### src/rtl/uart_rx.sv
// UART receiver: 16x oversampled 8N1 (or 8E1 when UART_RX_PARITY_EN is defined),
// LSB first, with start-bit glitch rejection, framing-error and break handling.
module uart_rx #(
  parameter int CLK_FREQ  = 100000000,
  parameter int BAUD_RATE = 115200
) (
  input  logic       clk,
  input  logic       reset,
  input  logic       rx,
  output logic [7:0] rx_data,
  output logic       rx_ready,
  output logic       frame_err,
  output logic       parity_err
);

  localparam int DIV   = CLK_FREQ / (BAUD_RATE * 16);
  localparam int DIV_W = (DIV > 1) ? $clog2(DIV) : 1;
  localparam logic [DIV_W-1:0] DIV_MAX = DIV_W'(DIV - 1);

  localparam logic [2:0] S_IDLE   = 3'd0;
  localparam logic [2:0] S_START  = 3'd1;
  localparam logic [2:0] S_DATA   = 3'd2;
`ifdef UART_RX_PARITY_EN
  localparam logic [2:0] S_PARITY = 3'd3;
`endif
  localparam logic [2:0] S_STOP   = 3'd4;
  localparam logic [2:0] S_BREAK  = 3'd5;

  logic             rx_meta_q, rx_sync_q;
  logic [2:0]       state_q, state_d;
  logic [DIV_W-1:0] div_cnt_q, div_cnt_d;
  logic [3:0]       tick_cnt_q, tick_cnt_d;
  logic [2:0]       bit_idx_q, bit_idx_d;
  logic [7:0]       shift_q, shift_d;
  logic [7:0]       rx_data_q, rx_data_d;
  logic             rx_ready_q, rx_ready_d;
  logic             frame_err_q, frame_err_d;
  logic             parity_err_q, parity_err_d;
  logic             tick;
`ifdef UART_RX_PARITY_EN
  logic             par_bad_q, par_bad_d;
`endif

  assign tick = (div_cnt_q == DIV_MAX);

  always_comb begin
    state_d      = state_q;
    div_cnt_d    = tick ? '0 : div_cnt_q + 1'b1;
    tick_cnt_d   = tick ? tick_cnt_q + 4'd1 : tick_cnt_q;
    bit_idx_d    = bit_idx_q;
    shift_d      = shift_q;
    rx_data_d    = rx_data_q;
    rx_ready_d   = 1'b0;
    frame_err_d  = 1'b0;
    parity_err_d = 1'b0;
`ifdef UART_RX_PARITY_EN
    par_bad_d    = par_bad_q;
`endif

    case (state_q)
      S_IDLE: begin
        tick_cnt_d = '0;
        bit_idx_d  = '0;
`ifdef UART_RX_PARITY_EN
        par_bad_d  = 1'b0;
`endif
        // Restarting the divider here aligns every later tick to the start edge.
        if (!rx_sync_q) begin
          state_d   = S_START;
          div_cnt_d = '0;
        end
      end
      S_START: begin
        if (tick && tick_cnt_q == 4'd7) begin
          tick_cnt_d = '0;
          state_d    = rx_sync_q ? S_IDLE : S_DATA;
        end
      end
      S_DATA: begin
        if (tick && tick_cnt_q == 4'd15) begin
          shift_d[bit_idx_q] = rx_sync_q;
          tick_cnt_d         = '0;
          if (bit_idx_q == 3'd7) begin
            bit_idx_d = '0;
`ifdef UART_RX_PARITY_EN
            state_d   = S_PARITY;
`else
            state_d   = S_STOP;
`endif
          end else begin
            bit_idx_d = bit_idx_q + 3'd1;
          end
        end
      end
`ifdef UART_RX_PARITY_EN
      S_PARITY: begin
        if (tick && tick_cnt_q == 4'd15) begin
          tick_cnt_d   = '0;
          par_bad_d    = (rx_sync_q != ^shift_q);
          parity_err_d = (rx_sync_q != ^shift_q);
          state_d      = S_STOP;
        end
      end
`endif
      S_STOP: begin
        if (tick && tick_cnt_q == 4'd15) begin
          tick_cnt_d = '0;
          if (rx_sync_q) begin
`ifdef UART_RX_PARITY_EN
            if (!par_bad_q) begin
              rx_data_d  = shift_q;
              rx_ready_d = 1'b1;
            end
`else
            rx_data_d  = shift_q;
            rx_ready_d = 1'b1;
`endif
            state_d = S_IDLE;
          end else begin
            frame_err_d = 1'b1;
            state_d     = S_BREAK;
          end
        end
      end
      S_BREAK: begin
        tick_cnt_d = '0;
        if (rx_sync_q) state_d = S_IDLE;
      end
      default: state_d = S_IDLE;
    endcase
  end

  always_ff @(posedge clk or posedge reset) begin
    if (reset) begin
      rx_meta_q    <= 1'b1;
      rx_sync_q    <= 1'b1;
      state_q      <= S_IDLE;
      div_cnt_q    <= '0;
      tick_cnt_q   <= '0;
      bit_idx_q    <= '0;
      shift_q      <= '0;
      rx_data_q    <= '0;
      rx_ready_q   <= 1'b0;
      frame_err_q  <= 1'b0;
      parity_err_q <= 1'b0;
`ifdef UART_RX_PARITY_EN
      par_bad_q    <= 1'b0;
`endif
    end else begin
      rx_meta_q    <= rx;
      rx_sync_q    <= rx_meta_q;
      state_q      <= state_d;
      div_cnt_q    <= div_cnt_d;
      tick_cnt_q   <= tick_cnt_d;
      bit_idx_q    <= bit_idx_d;
      shift_q      <= shift_d;
      rx_data_q    <= rx_data_d;
      rx_ready_q   <= rx_ready_d;
      frame_err_q  <= frame_err_d;
      parity_err_q <= parity_err_d;
`ifdef UART_RX_PARITY_EN
      par_bad_q    <= par_bad_d;
`endif
    end
  end

  assign rx_data    = rx_data_q;
  assign rx_ready   = rx_ready_q;
  assign frame_err  = frame_err_q;
  assign parity_err = parity_err_q;

endmodule

### config.mk
export PLATFORM = sky130hd
export DESIGN_NAME = uart_rx
export DESIGN_NICKNAME = d
export VERILOG_FILES = /design/src/rtl/uart_rx.sv
export SDC_FILE = /design/constraint.sdc
export NUM_CORES = 1
export LEC_CHECK = 0
export CORE_UTILIZATION = 50
export CTS_CLUSTER_DIAMETER = 200
export DETAILED_ROUTE_END_ITERATION = 8
export PLACE_DENSITY = 0.7
export SYNTH_ARGS = -nofsm -noshare
export SYNTH_HDL_FRONTEND = slang
export SYNTH_SLANG_ARGS = --single-unit
### constraint.sdc
create_clock -name clk -period 3.9 [get_ports clk]
set_clock_uncertainty 0.1 [all_clocks]
set_input_delay 0.585 -clock clk [delete_from_list [all_inputs] [get_ports clk]]
set_output_delay 0.585 -clock clk [all_outputs]
set_load 0.02 [all_outputs]
Word level (Yosys, flattened, before mapping) --
Cells that the tools add are included.
Word-level totals: register bits 36, input bits 3, output and inout port bits 11, logic and storage cells 68
Operators by class: add/sub/neg operators 3, order comparisons 2, equality and inequality tests 14, muxes and demuxes 28, reduce and logical (&&, ||, !) cells 11
Operators by type and width (number):
- 3-bit two-way mux | 9
- 6-bit two-way mux | 3
- 3-bit one-hot mux with 5 select lines | 1
- 4-bit two-way mux | 3
- 2-bit inequality test, second input constant | 6
- 4-bit one-hot mux with 3 select lines | 1
- 3-bit == test, second input constant | 3
- 8-bit bitwise mux | 1
- 1-bit two-way mux | 7
- 6-bit by 1-bit adder with 6-bit output, second input constant | 1
- 6-bit == test, second input constant | 1
- 3-bit one-hot mux with 2 select lines | 1
- 6-bit AND reduction | 1
- 4-bit by 1-bit adder with 4-bit output, second input constant | 1
- 4-bit by 3-bit == test with 1-bit output, second input constant | 1
- 4-bit == test, second input constant | 1
- 3-bit by 4-bit less-than comparator with 1-bit output, second input constant | 1
- 2-bit AND reduction | 2
- 2-bit OR reduction | 2
- 3-bit by 1-bit adder with 3-bit output, second input constant | 1
- 1-bit demux with 3-bit select | 1
- 3-bit by 1-bit == test with 1-bit output, second input constant | 1
- 3-bit by 2-bit == test with 1-bit output, second input constant | 1
- 3-bit by 1-bit greater-or-equal comparator with 1-bit output, second input constant | 1
- other kinds (5) | 7

Logic depth before layout (Yosys ltp) --
Gate-level depths: netlist of the first run.
word-level depth 5, mapped depth 7, depth with buffers taken out 6

Worst setup path after synthesis of the first run --
OpenSTA, ideal clock, no wires.
kind flip-flop to flip-flop, start register div_cnt_q[1], end register rx_data_q[0] (netlist: rx_data[0]), library setup time 0.125 ns, arrival 1.739 ns, data required time 3.675 ns, slack 1.936 ns, cell stages (with the launch flop) 8, buffers on the path 1, clock period less this slack 1.964 ns, cells stage by stage dfrtp_1 > inv_1 > ha_1 > and4_1 > nand3_1 > or3_1 > buf_6 > mux2_4
On the way: cells in the longest elaborated chain, start to end 3
Ends and longest elaborated chain:
- start, declared | RTL line 31 | logic [DIV_W-1:0] div_cnt_q, div_cnt_d;
- start signal, assigned | RTL line 153 | div_cnt_q <= div_cnt_d;
- 6-bit == test | RTL line 44 | assign tick = (div_cnt_q == DIV_MAX);
- 1-bit logical AND | RTL line 106 | if (tick && tick_cnt_q == 4'd15) begin
- 3-bit AND reduction (no source line)
- end signal, assigned | RTL line 157 | rx_data_q <= rx_data_d;
- end, declared | RTL line 35 | logic [7:0] rx_data_q, rx_data_d;
Every way passes these cells. A chain may end at the register's enable or synchronous reset.

Worst setup path in the final report of the first run --
start register div_cnt_q[1], end register rx_data_q[6] (netlist: rx_data[6])
Same word-level chain as after synthesis.

==> impl_metrics.csv, run 1 <==
group,metric,value,unit
run_status,outcome,"finished clean",
detailed_routing,wl_per_cell,13.7,um
clock_network,clock_path_buffers,2,
finish,drive_gt1_share,20.5,%
logic_synthesis,synth.net_count,170,
worst_setup_path,r2r-start,"div_cnt_q[1]",
worst_hold_path,hold_depth,0,
clock_network,clk_latency,0.34,ns
placement,hpwl,2170,um
finish,diodes,0,
worst_setup_path,cp_max_fo,11,
clock_network,htree_levels,2,
logic_synthesis,avgSynthCellArea,11.3,sq um
worst_hold_path,hp-class,"reg2reg",
worst_setup_path,cp-start-kind,"flip-flop",
worst_setup_path,crit_path_end_kind,"flip-flop",
grt,antenna_found_initial,0,
detailed_routing,totalWireLength,2980,um
logic_synthesis,seq_area_frac_synth,49.8,%
clock_network,cts_buffers,5,
detailed_routing,dr_total_vias,1206,
power_and_ir_drop,vdd_drop_max,0.186,mV
clock_network,clock_sinks,36,
worst_hold_path,hold_end,"rx_sync_q",
clock_network,cts.clk_slew.worst_paths,0.11,ns
logic_synthesis,ys_ff_latch,36,
floorplanning,die_height,62.3,um
sta,finalSetupTns,0,ns
sta,fmaxAchievable,393,MHz
sta,relSlewSlack,61.1,%
worst_setup_path,r2r_setup_slack,1.36,ns
worst_setup_path,startpoint,"div_cnt_q[1]",
grt,grt_usage,18.6,%
sta,period_needed,2.54,ns
finish,fillers,290,
sta,drv_slew,0,
detailed_routing,via_per_inst,5.56,
sta,rsz0062_at_grt,"false",
clock_network,cts_tree,"yes",
finish,nets,179,
sta,setup_ws,1.36,ns
floorplanning,core_area,3420,sq um
sta,fin_crit_sh,65.2,%
floorplanning,ios,14,
worst_setup_path,cp.arrival,2.68,ns
clock_network,ctsResizeCount,0,
clock_network,postCtsHoldBufs,0,
flow_run,cap_violations,0,
worst_setup_path,r2r_end,"rx_data[6]",
grt,grt_pass1_vias,1226,
power_and_ir_drop,total_power,0.645,mW
grt,grt_pass1_wl,5580,um
placement,gp_congestion,0.776,
power_and_ir_drop,cellPowerDensity,321,nW/um^2
detailed_routing,drtIter0Drc,39,
clock_network,root_buffer,"clkbuf_4",
clock_network,post_cts_buffers,0,
sta,setup_violations,0,
floorplanning,row_count,21,
worst_setup_path,cp.required,4.04,ns
sta,tightest_slew,0.582,ns
placement,portBuffers,12,
power_and_ir_drop,p_leak,0.936,nW
placement,place_ws,1.40,ns
detailed_routing,postRouteAntennaNets,0,
grt,gr-total-overflow,0,
floorplanning,die_area,3880,sq um
finish,finish.utilization,58.9,%
floorplanning,dieWidth,62.3,um
detailed_routing,drc,0,
worst_hold_path,worstHoldStart,"rx_meta_q",
sta,hold_viol_final,0,
detailed_routing,firstDrtPassIters,4,
sta,holdWs,0.263,ns
grt,grt_max_degree,37,
finish,area_delta_synth_final,10.8,%
floorplanning,start_util,53.2,%
logic_synthesis,syn-instance-count,161,
logic_synthesis,synth_cell_types,40,
worst_setup_path,reg2reg_depth,6,
logic_synthesis,synth_warnings,0,
logic_synthesis,syn-cell-area,1820,sq um
worst_setup_path,path_class,"reg2reg",
registers in the layout (all words and copies together) (netlist names):
register    flops
bit_idx_q       3
div_cnt_q       6
frame_err       1
rx_data         8
rx_meta_q       1
rx_ready        1
rx_sync_q       1
shift_q         8
state_q         3
tick_cnt_q      4
worst max-delay path, cell delays in order, from the launching register on:
cell	delay (ns)
dfrtp_1	0.42
inv_1	0.07
ha_1	0.20
and4_1	0.30
nand3_1	0.32
or3_1	0.67
mux2_4	0.37
through the flow:
stage                     instance area (sq um)  instances
after global placement                     1930        209
after detailed placement                   1930        209
after CTS                                  2010        217
after floorplan                            1820        161
after global routing                       2010        217
final                                      2010        217
cells in the mapped netlist:
cell type | n | area [sq um]
o311ai_1 | 1 | 8.76
and3b_1 | 1 | 8.76
or3b_4 | 1 | 11.3
mux2_2 | 11 | 124
buf_2 | 5 | 25.0
a2bb2oi_1 | 1 | 8.76
and3_1 | 2 | 12.5
ha_1 | 6 | 75.1
dfrtp_1 | 34 | 851
nor4_1 | 6 | 37.5
a211o_2 | 1 | 10.0
nand2_1 | 7 | 26.3
a31oi_1 | 1 | 6.26
xnor2_1 | 4 | 35.0
and4_1 | 1 | 8.76
xor2_1 | 4 | 35.0
mux2i_1 | 3 | 30.0
o21ai_1 | 1 | 5.00
buf_6 | 2 | 22.5
mux2_4 | 8 | 120
nand2b_1 | 4 | 25.0
nand3_1 | 5 | 25.0
a211oi_1 | 2 | 15.0
dfstp_2 | 2 | 52.6
nand4_1 | 4 | 25.0
or3_1 | 2 | 12.5
o32ai_1 | 1 | 8.76
nor3_1 | 1 | 5.00
nor2_1 | 16 | 60.1
o22ai_1 | 1 | 6.26
buf_4 | 2 | 15.0
conb_1 | 1 | 3.75
a211o_1 | 1 | 8.76
or2_2 | 2 | 12.5
a311oi_1 | 1 | 8.76
clkbuf_1 | 2 | 7.51
or3b_2 | 1 | 8.76
o21ai_0 | 3 | 15.0
a21oi_1 | 1 | 5.00
inv_1 | 9 | 33.8
kinds of logic (layout without fill, tap and decap cells):
group	count (synthesis)	count (layout)	synth area share, %
flops	36	36	49.8
other cells	1	1	0.207
fa+ha+maj	6	6	4.13
mux	22	22	15.1
xor+xnor	8	8	3.86
buf+inv	20	30	5.72
simple gates	53	53	15.4
compound gates	15	15	5.86
layer usage:
metal / up-vias / share of wire, % / track usage, %
met5: - / 0 / 0
met4: 0 / 1.9 / 8.72
met3: 5 / 3.6 / 4.96
met2: 18 / 52 / 31.2
met1: 606 / 42 / 22.2
li1: 577 / - / -
placed cells by master, fill, tap and decap left out, types with 5 or more instances in the layout:
cell type / n
ha_1: 6
inv_1: 9
clkbuf_4: 5
mux2_2: 11
clkdlybuf4s50_1: 12
nor2_1: 16
nor4_1: 6
nand2_1: 7
dfrtp_1: 34
mux2_4: 8
nand3_1: 5
area by class of cell:
type                            instances  area, sq um  area share [%]
Timing Repair Buffer                   13          128            6.35
Multi-Input combinational cell        105          808            40.2
Tap cell                               46         57.6            2.86
Clock inverter                          3         42.5            2.12
Sequential cell                        36          903            44.9
Clock buffer                            5         37.5            1.87
Inverter                                9         33.8            1.68
where the power goes:
part	switching, mW	leakage (nW)	internal [mW]
Clock	0.122	0.0412	0.134
Combinational	0.00868	0.413	0.00323
Sequential	0.00210	0.481	0.375
how the worst max path moves through the flow:
| stage | endpoint | depth (start not counted) | slack, ns |
|---|---|---|---|
| floorplan | rx_data[0] | 7 | 1.94 |
| global placement | rx_data[3] | 6 | 1.50 |
| detailed placement | rx_data[4] | 6 | 1.40 |
| CTS | rx_data[5] | 6 | 1.38 |
| global route | rx_data[7] | 6 | 1.14 |
| finish | rx_data[6] | 6 | 1.36 |
(Power assumes the default switching activity.)
==> run 2, diff against run 1 <==
==> constraint.sdc (replaced) <==
create_clock -name clk -period 2.49 [get_ports clk]
set_clock_uncertainty 0.1 [all_clocks]
set_input_delay 0.3735 -clock clk [delete_from_list [all_inputs] [get_ports clk]]
set_output_delay 0.3735 -clock clk [all_outputs]
set_load 0.02 [all_outputs]
==> run 2 against run 1 <==
Net effect:
- worst hold slack got worse by 0.0023 ns
- worst setup slack got worse by 1.2 ns
- first-iteration DRC count up 69%
- routed wire length grew 5.7%
- largest power group unchanged
==> impl_metrics.csv, run 2 (same netlist as run 1, synthesis figures left out) <==
group,metric,value,unit
grt,grt_max_degree,23,
clock_network,postCtsHoldBufs,0,
sta,tightest_slew,0.592,ns
floorplanning,die_area,3880,sq um
detailed_routing,firstDrtPassIters,4,
grt,grt_pass1_vias,1182,
detailed_routing,dr_total_vias,1170,
floorplanning,row_count,21,
placement,gp_congestion,0.763,
power_and_ir_drop,switching_share,21.0,%
detailed_routing,drtIter0Drc,66,
placement,portBuffers,12,
clock_network,cts_buffers,5,
power_and_ir_drop,p_sw,0.201,mW
sta,holdWs,0.260,ns
grt,antenna_found_initial,0,
sta,period_needed,2.30,ns
placement,place_ws,0.221,ns
clock_network,post_cts_buffers,0,
worst_setup_path,cp.required,2.62,ns
worst_setup_path,r2r_end,"rx_data[0]",
finish,fin_area,2020,sq um
detailed_routing,wl_per_cell,14.5,um
clock_network,clock_path_buffers,2,
worst_setup_path,reg2reg_depth,6,
worst_setup_path,cp.arrival,2.43,ns
detailed_routing,drc,0,
finish,diodes,0,
finish,nets,180,
sta,relSlewSlack,60.5,%
grt,gr-total-overflow,0,
power_and_ir_drop,combPwrFrac,2.2,%
floorplanning,ios,14,
finish,area_delta_synth_final,11.0,%
clock_network,cts_tree,"yes",
finish,finish.utilization,59.0,%
floorplanning,start_util,53.2,%
finish,final_common_cell,"dfrtp_1",
placement,placed_area,1950,sq um
worst_setup_path,path_class,"reg2reg",
flow_run,cap_violations,0,
sta,hold_viol_final,0,
power_and_ir_drop,p_leak,0.941,nW
power_and_ir_drop,pwr-share-clk,35.9,%
placement,hpwl,2240,um
detailed_routing,totalWireLength,3150,um
clock_network,htree_levels,2,
worst_setup_path,crit_path_end_kind,"flip-flop",
sta,finalSetupTns,0,ns
worst_setup_path,cp_max_fo,9,
clock_network,clock_sinks,36,
worst_hold_path,hold_end,"rx_sync_q",
worst_setup_path,cp-start-kind,"flip-flop",
sta,rsz0062_at_grt,"false",
finish,final_cells,217,
finish,fillers,291,
floorplanning,core_area,3420,sq um
floorplanning,die_height,62.3,um
power_and_ir_drop,seqPwrFrac,61.9,%
grt,grt_usage,19.1,%
sta,setup_ws,0.189,ns
finish,layout_common_cells,"dfrtp_1, nor2_1, clkdlybuf4s50_1",
sta,fin_crit_sh,92.4,%
worst_hold_path,worstHoldStart,"rx_meta_q",
detailed_routing,postRouteAntennaNets,0,
floorplanning,dieWidth,62.3,um
clock_network,root_buffer,"clkbuf_4",
clock_network,cts.clk_slew.worst_paths,0.10,ns
placement,dp.cells,210,
clock_network,clk_latency,0.35,ns
clock_network,ctsResizeCount,0,
finish,drive_gt1_share,20.5,%
sta,setup_violations,0,
power_and_ir_drop,power.internal,0.754,mW
worst_setup_path,r2r_setup_slack,0.19,ns
worst_setup_path,r2r-start,"div_cnt_q[1]",
worst_hold_path,hp-class,"reg2reg",
grt,grt_pass1_wl,5560,um
power_and_ir_drop,total_power,0.955,mW
worst_hold_path,hold_depth,0,
sta,drv_slew,0,
detailed_routing,via_per_inst,5.39,
run_status,outcome,"finished clean",
power_and_ir_drop,vdd_drop_max,0.198,mV
power_and_ir_drop,cellPowerDensity,474,nW/um^2
sta,fmaxAchievable,435,MHz
==> run 2: metal layers <==
metal  up-vias  part of all wire (%)  track usage (%)
met5         -                     0                0
met4         0                   2.0             9.59
met3         6                   2.8             6.25
met2        16                    50             32.0
met1       569                    45             22.0
li1        579                     -                -
==> run 2: layout make-up <==
class                           count  area [sq um]  area share [%]
Clock buffer                        7          65.1            3.23
Inverter                            9          33.8            1.68
Sequential cell                    36           903            44.8
Tap cell                           46          57.6            2.86
Timing Repair Buffer               14           148            7.32
Multi-Input combinational cell    105           808            40.1
==> run 2: worst max path at each step <==
| stage | slack (ns) | to | from |
|---|---|---|---|
| floorplan | 0.53 | rx_data[0] | div_cnt_q[1] |
| global placement | 0.32 | rx_data[0] | div_cnt_q[1] |
| detailed placement | 0.22 | rx_data[0] | div_cnt_q[1] |
| CTS | 0.18 | rx_data[0] | div_cnt_q[1] |
| global route | 0.04 | shift_q[6] | div_cnt_q[1] |
| finish | 0.19 | rx_data[0] | div_cnt_q[1] |
==> run 2: power by group through the flow <==
stage          logic [mW]  registers [mW]  clock network (mW)
4_1_cts            0.0224           0.591               0.357
3_5_place_dp       0.0223           0.602                   0
3_3_place_gp       0.0216           0.602                   0
5_1_grt            0.0247           0.591               0.378
6_report           0.0212           0.591               0.343
2_1_floorplan      0.0148           0.599                   0
==> run 2: critical path, cell delays in order, from the launching register on <==
cell and delay, ns:
dfrtp_1 0.42, inv_1 0.06, ha_1 0.19, and4_1 0.30, nand3_1 0.13, or3_1 0.60, mux2_4 0.38
==> run 3, diff against run 2 <==
==> constraint.sdc (replaced) <==
create_clock -name clk -period 2.49 [get_ports clk]
set_clock_uncertainty 0.1 [all_clocks]
set_input_delay 0.249 -clock clk [delete_from_list [all_inputs] [get_ports clk]]
set_output_delay 0.249 -clock clk [all_outputs]
set_load 0.02 [all_outputs]
==> run 3 against run 2 <==
Net effect:
- first-iteration DRC count is 53% lower
- critical path depth stayed put
- sequential share of layout area hardly changed
- largest cell class unchanged
- highest routed layer unchanged
- largest power group unchanged
==> impl_metrics.csv, run 3 (same netlist as run 1, synthesis figures left out) <==
group,metric,value,unit
worst_setup_path,endpoint,"rx_data[0]",
run_status,outcome,"finished clean",
sta,relSlewSlack,64.5,%
worst_setup_path,crit_path_end_kind,"flip-flop",
worst_setup_path,cp.required,2.62,ns
clock_network,postCtsHoldBufs,0,
power_and_ir_drop,combPwrFrac,1.8,%
finish,layout_common_cells,"dfrtp_1, nor2_1, clkdlybuf4s50_1",
finish,area_delta_synth_final,11.0,%
flow_run,cap_violations,0,
placement,hpwl,2070,um
clock_network,ctsResizeCount,0,
grt,grt_pass1_vias,1164,
floorplanning,row_count,21,
worst_setup_path,cp.arrival,2.38,ns
power_and_ir_drop,p_leak,0.941,nW
clock_network,clock_path_buffers,2,
sta,hold_viol_final,0,
clock_network,root_buffer,"clkbuf_4",
detailed_routing,totalWireLength,2970,um
worst_setup_path,path_class,"reg2reg",
sta,period_needed,2.25,ns
sta,tightest_slew,0.530,ns
detailed_routing,wl_per_cell,13.6,um
detailed_routing,firstDrtPassIters,4,
worst_hold_path,hp-class,"in2async",
clock_network,cts.clk_slew.worst_paths,0.11,ns
worst_setup_path,r2r_setup_slack,0.24,ns
grt,grt_max_degree,37,
clock_network,cts_buffers,5,
floorplanning,die_height,62.3,um
power_and_ir_drop,pwr-share-clk,39.4,%
placement,portBuffers,12,
floorplanning,core_area,3420,sq um
sta,setup_ws,0.242,ns
placement,gp_congestion,0.757,
sta,setup_violations,0,
worst_setup_path,cp-start-kind,"flip-flop",
clock_network,clk_latency,0.34,ns
grt,grt_usage,17.1,%
power_and_ir_drop,switching_share,20.2,%
floorplanning,start_util,53.2,%
sta,fmaxAchievable,445,MHz
detailed_routing,drc,0,
placement,place_ws,0.249,ns
sta,rsz0062_at_grt,"false",
grt,gr-total-overflow,0,
worst_setup_path,startpoint,"div_cnt_q[1]",
power_and_ir_drop,cellPowerDensity,499,nW/um^2
clock_network,cts_tree,"yes",
grt,antenna_found_initial,0,
finish,diodes,0,
worst_setup_path,r2r-start,"div_cnt_q[1]",
finish,final_common_cell,"dfrtp_1",
finish,finish.utilization,59.0,%
worst_setup_path,cp_max_fo,9,
sta,finalSetupTns,0,ns
floorplanning,die_area,3880,sq um
power_and_ir_drop,p_sw,0.203,mW
clock_network,htree_levels,2,
worst_setup_path,r2r_end,"rx_data[0]",
detailed_routing,drtIter0Drc,31,
sta,drv_slew,0,
worst_setup_path,reg2reg_depth,6,
floorplanning,ios,14,
power_and_ir_drop,vdd_drop_max,0.378,mV
clock_network,post_cts_buffers,0,
clock_network,clock_sinks,36,
floorplanning,dieWidth,62.3,um
finish,nets,180,
sta,holdWs,0.187,ns
finish,drive_gt1_share,20.3,%
detailed_routing,postRouteAntennaNets,0,
finish,final_cells,218,
detailed_routing,via_per_inst,5.44,
grt,grt_pass1_wl,5070,um
detailed_routing,dr_total_vias,1187,
power_and_ir_drop,seqPwrFrac,58.7,%
sta,fin_crit_sh,90.3,%
placement,dp.cells,210,
power_and_ir_drop,power.internal,0.803,mW
run 3: cell count changes in the layout (fill, tap and decap cells not counted), sizes merged:
cell	change
bufinv	+1
clkbuf	-1
clkinv	+1
run 3: final cells by class:
| cell class | instances | area, sq um |
|---|---|---|
| Fill cell | 281 | 1400 |
| Sequential cell | 36 | 903 |
| Multi-Input combinational cell | 105 | 808 |
| Timing Repair Buffer | 14 | 135 |
| Tap cell | 46 | 57.6 |
| Clock buffer | 6 | 41.3 |
| Clock inverter | 2 | 35.0 |
| Inverter | 9 | 33.8 |
run 3: worst min-delay path by stage:
stage / from / to / slack, ns / cells after the start
final: reset / rx_data[4] / 0.19 / 3
after floorplan: rx / rx_meta_q / 0.15 / 0
after global routing: rx / rx_meta_q / 0.19 / 1
after detailed placement: rx_meta_q / rx_sync_q / 0.25 / 0
after CTS: reset / rx_data[4] / 0.19 / 3
after global placement: rx_meta_q / rx_sync_q / 0.25 / 0
run 3: power by group through the flow:
stage / Clock, mW / Combinational, mW / Sequential, mW
2_1_floorplan: 0 / 0.0148 / 0.599
3_3_place_gp: 0 / 0.0193 / 0.602
3_5_place_dp: 0 / 0.0197 / 0.602
4_1_cts: 0.412 / 0.0197 / 0.591
5_1_grt: 0.434 / 0.0223 / 0.592
6_report: 0.397 / 0.0185 / 0.591
run 3: metrics by stage:
step	cell area, sq um	total power, mW
final	2010	1.01
after global routing	2010	1.05
after CTS	2010	1.02
after detailed placement	1940	0.622
after global placement	1940	0.621
after floorplan	1820	0.614
run 3: routing by layer:
layer / vias up / GRT usage [%] / routed length, um / share of wire, %
met5: - / 0 / 0 / 0
met4: 0 / 6.98 / 55 / 1.9
met3: 6 / 4.96 / 82 / 2.8
met2: 18 / 30.4 / 1450 / 49
met1: 587 / 19.2 / 1390 / 47
li1: 576 / - / - / -
run 3: critical path, cell delays in order, from the launching register on:
cell	delay, ns
dfrtp_1	0.41
inv_1	0.06
ha_1	0.19
and4_1	0.29
nand3_1	0.11
or3_1	0.59
mux2_4	0.37
